**src/rtl/exc_ctrl.sv**
```systemverilog
// Exception/interrupt sequencer between the M stage and cp0: arbitrates interrupt, exception
// and eret, drives the EXL strobes, flushes and redirects, then settles while the pipe refills.
module exc_ctrl #(
    parameter int unsigned SETTLE_CYC  = 2,
    parameter logic [1:0]  HANDLER_SEL = 2'b01,
    parameter logic [1:0]  EPC_SEL     = 2'b10
) (
    input  logic       Clk,
    input  logic       Reset,
    input  logic       ValidM,
    input  logic       ExcValidM,
    input  logic [6:2] ExcCodeM,
    input  logic       EretM,
    input  logic       IntReq,
    output logic       EXLSet,
    output logic       EXLClr,
    output logic [6:2] ExcCodeOut,
    output logic       FlushAll,
    output logic [1:0] PCSel,
    output logic       Busy,
    output logic [6:2] LastCode,
    output logic [7:0] ExcCount
);

    typedef enum logic {StIdle, StSettle} state_e;

    localparam logic [3:0] CntInit = 4'(SETTLE_CYC - 1);

    state_e     state_q, state_d;
    logic [3:0] cnt_q, cnt_d;
    logic [6:2] last_code_q, last_code_d;
    logic [7:0] exc_count_q, exc_count_d;

    always_ff @(posedge Clk) begin
        if (Reset) begin
            state_q     <= StIdle;
            cnt_q       <= 4'd0;
            last_code_q <= 5'd0;
            exc_count_q <= 8'd0;
        end else begin
            state_q     <= state_d;
            cnt_q       <= cnt_d;
            last_code_q <= last_code_d;
            exc_count_q <= exc_count_d;
        end
    end

    always_comb begin
        state_d     = state_q;
        cnt_d       = cnt_q;
        last_code_d = last_code_q;
        exc_count_d = exc_count_q;
        EXLSet      = 1'b0;
        EXLClr      = 1'b0;
        ExcCodeOut  = 5'd0;
        FlushAll    = 1'b0;
        PCSel       = 2'b00;
        Busy        = 1'b0;

        unique case (state_q)
            StIdle: begin
                // Reset also masks the Mealy strobes so a simultaneous request never escapes.
                if (!Reset && ValidM) begin
                    if (IntReq || ExcValidM) begin
                        EXLSet      = 1'b1;
                        FlushAll    = 1'b1;
                        PCSel       = HANDLER_SEL;
                        ExcCodeOut  = IntReq ? 5'd0 : ExcCodeM;
                        last_code_d = ExcCodeOut;
                        if (exc_count_q != 8'hFF) begin
                            exc_count_d = exc_count_q + 8'd1;
                        end
                        state_d     = StSettle;
                        cnt_d       = CntInit;
                    end else if (EretM) begin
                        EXLClr   = 1'b1;
                        FlushAll = 1'b1;
                        PCSel    = EPC_SEL;
                        state_d  = StSettle;
                        cnt_d    = CntInit;
                    end
                end
            end
            StSettle: begin
                Busy = 1'b1;
                if (cnt_q == 4'd0) begin
                    state_d = StIdle;
                end else begin
                    cnt_d = cnt_q - 4'd1;
                end
            end
            default: state_d = StIdle;
        endcase
    end

    assign LastCode = last_code_q;
    assign ExcCount = exc_count_q;

endmodule

```
**config.mk**
```make
export PLATFORM = sky130hd
export DESIGN_NAME = exc_ctrl
export DESIGN_NICKNAME = d
export VERILOG_FILES = /design/src/rtl/exc_ctrl.sv
export SDC_FILE = /design/constraint.sdc
export NUM_CORES = 1
export LEC_CHECK = 0
export CORE_ASPECT_RATIO = 1.2
export CORE_MARGIN = 1
export CORE_UTILIZATION = 40
export DETAILED_ROUTE_END_ITERATION = 10
export HOLD_SLACK_MARGIN = 0.03
export PLACE_DENSITY_LB_ADDON = 0.12
export SYNTH_ARGS = -nofsm -noshare
export SYNTH_HDL_FRONTEND = slang
export SYNTH_SLANG_ARGS = --single-unit
```
**constraint.sdc**
```tcl
create_clock -name Clk -period 3.2 [get_ports Clk]
set_input_delay 0.64 -clock Clk [delete_from_list [all_inputs] [get_ports Clk]]
set_output_delay 0.64 -clock Clk [all_outputs]
set_load 0.005 [all_outputs]
```
Word-level counts from Yosys, hierarchy flattened:

Index checks and enable logic that the tools add are counted.

* $add $sub $neg: 2
* equality and inequality tests: 4
* mux-type cells: 26
* bitwise logic cells: 1
* reduce and logical (&&, ||, !) cells: 7

Operator list (number)
* $mux 5: 4
* $mux 4: 4
* $mux 1: 12
* $add 8x1->8 const B: 1
* $mux 2: 4
* $ne 8x8->1 const B: 1
* $pmux 4 s2: 1
* $reduce_and 3->1: 2
* $logic_not 4->1: 1
* $ne 2x2->1 const B: 2
* $reduce_and 4->1: 1
* $sub 4x1->4 const B: 1
* $ne 3x3->1 const B: 1
* $pmux 1 s2: 1
* $logic_and 1x1->1: 1
* $logic_not 1->1: 1
* $logic_or 1x1->1: 1
* $not 1->1: 1

* register bits: 18
* input bits: 11
* output and inout port bits: 24
* word-level logic and storage cells: 44

Depth between registers and ports, before layout:

* depth in word-level cells: 4
* mapped depth: 5
* gate-level depth less buffers: 5

Worst setup path before layout:

No wires, ideal clock.

* path kind: input -> output
* start: input port Reset
* end: output port PCSel[0]
* arrival: 1496 ps
* slack: 1064 ps
* stages on the path: 4
* path through: or3b_1 clkbuf_1 nor2_1 buf_4

* cells in the longest elaborated chain, start to end: 4

Ends and longest elaborated chain
* from (decl): RTL line 9 `input logic Reset,`
* $logic_not 1->1: RTL line 63 `if (!Reset && ValidM) begin`
* $logic_and 1x1->1: RTL line 63
* $mux 2: RTL line 63
* $mux 2: RTL line 60 `unique case (state_q)`
* to (decl): RTL line 19 `output logic [1:0] PCSel,`

Every way passes these cells.

Worst setup path in the final report:

Ends and elaborated chain as after synthesis.

==> results.sh <==
export IMPL_status="completed"
export IMPL_fin_area_sq_mm=0.001370
export IMPL_cts_setup_buffers=0
export IMPL_grt_use_met2_pct=29.76
export IMPL_postSynthCellCount=110
export IMPL_finalSetupTns_ns=0
export IMPL_timing_final_crit_period_ns=2.995
export IMPL_fin_hold_ws_ns=0.4907
export IMPL_period_share_pct=93.58
export IMPL_fin_skew_ns=0.0009946
export IMPL_cts_buffer_depth=2
export IMPL_crit_required_ns=2.56
export IMPL_worst_slew_pin_transition_ns=0.4256
export IMPL_final_fill_count=230
export IMPL_seq_area_sq_um=360.3
export IMPL_root_buffer="clkbuf_4"
export IMPL_grt_busiest_layer="met2"
export IMPL_clk_pin_slew_worst_paths_ns=0.11
export IMPL_cp_cell_sequence="clkdlybuf4s50_1, or3b_1, nor2_1, clkdlybuf4s50_1"
export IMPL_drv_slew=0
export IMPL_worstSetupPathType="input pin to output port"
export IMPL_via_per_inst=5.486
export IMPL_clk_latency_ns=0.30
export IMPL_coreArea_sq_mm=0.002282
export IMPL_crit_path_start_kind="input pin"
export IMPL_port_buffers=34
export IMPL_critPathMaxStageDelay_ns=0.54
export IMPL_setup_violations=0
export IMPL_hold_buffers=0
export IMPL_yosys_area_share_simple_pct=23.62
export IMPL_async_flop_share_pct=0
export IMPL_ys_ff_latch=18
export IMPL_std_cell_rows=19
export IMPL_start_util_pct=41.78
export IMPL_synth_xor_area_share_pct=0
export IMPL_hpwlAfterDp_um=1759
export IMPL_antenna_cells=0
export IMPL_route_detailed_drc=0
export IMPL_final_antenna_net_count=0
export IMPL_areaGrowthSynthToFinish_pct=43.70
export IMPL_slew_headroom_pct=71.41
export IMPL_cp_end_kind="output port"
export IMPL_syn_num_nets=123
export IMPL_multi_input_area_sq_um=523.0
export IMPL_die_w_um=46.57
export IMPL_die_area_sq_mm=0.002583
export IMPL_avgSynthCellArea_sq_um=8.667
export IMPL_first_pass_iters=4
export IMPL_vias=971
export IMPL_met1_usage_pct=25.31
export IMPL_ys_types=38
export IMPL_grt_usage_pct=19.44
export IMPL_max_freq_mhz=333.9
export IMPL_place_gp_congestion=0.7402
export IMPL_crit_buf_inv=2
export IMPL_synthMuxAreaShare_pct=2.231
export IMPL_synth_edff_count=0
export IMPL_nets=160
export IMPL_ys_seq_area_share_pct=37.80
export IMPL_synth_compound_area_share_pct=26.38
export IMPL_clock_sinks=18
export IMPL_hold_path_class="flop to flop"
export IMPL_htreeDepth=1
export IMPL_grt_max_degree=14
export IMPL_critical_path_slowest_cell="clkdlybuf4s50_1"
export IMPL_met3_usage_pct=3.268
export IMPL_place_area_sq_mm=0.001334
export IMPL_drive_gt1_share_pct=8.219
export IMPL_max_cap_violations=0
export IMPL_crit_fanout=6
export IMPL_cp_arrival_ns=2.35
export IMPL_routed_wl_um=2371
export IMPL_p_per_area_mw_per_mm2=336.2
export IMPL_path_common_cell="clkdlybuf4s50_1"
export IMPL_p_leak_nw=0.5550
export IMPL_numCtsBuffers=3
export IMPL_grt_pass1_vias=853
export IMPL_pin_count=35
export IMPL_synth_main_ff_cell="dfxtp_1"
export IMPL_grt_pass1_wl_um=3691
export IMPL_grt_overflow=0
export IMPL_synth_adder_area_share_pct=2.625
export IMPL_syn_area_sq_um=953.4
export IMPL_rsz0062_at_grt="no"
export IMPL_grt_antenna_before_repair=0
export IMPL_cts_tree="yes"
export IMPL_synth_top_family_by_area="compound AO/OA/AOI/OAI gates"
export IMPL_final_hold_viol_count=0
export IMPL_yosys_warnings=0
export IMPL_die_h_um=55.48
export IMPL_post_drt_wl_per_cell_um=13.40
export IMPL_cts_resized=0
export IMPL_ir_drop_mv=0.2148
export IMPL_drt_iter0_drc=21
export IMPL_cp_top_family="buffers and inverters"
[area by class of cell]
class,instances,area share (%)
Sequential cell,18,26.30
Multi-Input combinational cell,76,38.17
Tap cell,31,2.831
Clock buffer,4,2.648
Timing Repair Buffer,39,27.58
Inverter,9,2.466
[placed cells by master, fill, tap and decap left out, drive strengths merged, types with 2 or more instances in the layout]
| master | Yosys | layout |
|---|---|---|
| a41o | 2 | 2 |
| inv | 9 | 9 |
| and3 | 3 | 3 |
| clkbuf | 3 | 4 |
| nor2b | 4 | 4 |
| and2 | 2 | 2 |
| nand3 | 6 | 6 |
| dfxtp | 18 | 18 |
| ha | 2 | 2 |
| a21oi | 7 | 7 |
| a41oi | 2 | 2 |
| or3 | 2 | 2 |
| nor2 | 8 | 8 |
| a311oi | 4 | 4 |
| nand2b | 2 | 2 |
| or3b | 2 | 2 |
| buf | 4 | 5 |
| o21ai | 6 | 6 |
| clkdlybuf4s50 | 0 | 34 |
| a31oi | 7 | 7 |
[synth_stat cells, drive strengths merged, types with 2 or more instances]
library cell,number,share of area [%]
nor2b,4,2.6
and2,2,1.3
and3,3,2.0
buf,4,2.6
or3,2,1.3
clkbuf,3,1.2
or3b,2,1.8
inv,9,3.5
nor2,8,3.1
a41o,2,2.1
a311oi,4,3.7
ha,2,2.6
dfxtp,18,38
o21ai,6,3.1
a21oi,7,3.7
nand2b,2,1.3
a41oi,2,1.8
a31oi,7,4.6
nand3,6,3.1
[report_power, final]
| part | switching, mW | internal [mW] | leakage, nW |
|---|---|---|---|
| Sequential | 0.00704 | 0.230 | 0.146 |
| Combinational | 0.0333 | 0.0439 | 0.388 |
| Clock | 0.0768 | 0.0694 | 0.0210 |
| Total | 0.117 | 0.344 | 0.555 |
[per-stage QoR]
stage	util (%)	setup WS [ns]	total power, mW	std cells
6_report	60.03	0.2055	0.4606	177
5_1_grt	60.03	0.1556	0.4783	177
4_1_cts	60.03	0.1984	0.4628	177
3_5_place_dp	58.44	0.1998	0.3193	173
3_3_place_gp	58.44	0.2328	0.3174	173
2_1_floorplan	-	1.064	0.2778	110
[flip-flops by register name (all words and copies together) (netlist names)]
name / count
ExcCount: 8
LastCode: 5
cnt_q: 4
state_q: 1
[worst min-delay path, delay by kind of cell, from the launching register on]
family,cells,cell delay [ns]
flops,1,0.32
compound gates,2,0.13
[path summary, 6_finish.rpt]
path	to	startpoint	slack, ns	depth (start not counted)
min reg2reg	LastCode[6]	LastCode[6]	0.49	2
max	PCSel[0]	Reset	0.21	4
max reg2reg	ExcCount[1]	state_q	1.31	4
min	LastCode[6]	LastCode[6]	0.49	2
[cell families (layout without fill, tap and decap cells)]
kind of cell / after synthesis / after routing
buf+inv: 16 / 52
fa+ha+maj: 2 / 2
compound gates: 36 / 36
flops: 18 / 18
mux: 2 / 2
simple gates: 36 / 36
[per-layer routing]
metal	wire length [um]	share of wire, %
met2	1150	49
met5	0	0
met3	96	4.0
met4	23	0.97
met1	1101	46
Note: power is estimated with default switching activity, not from simulation.
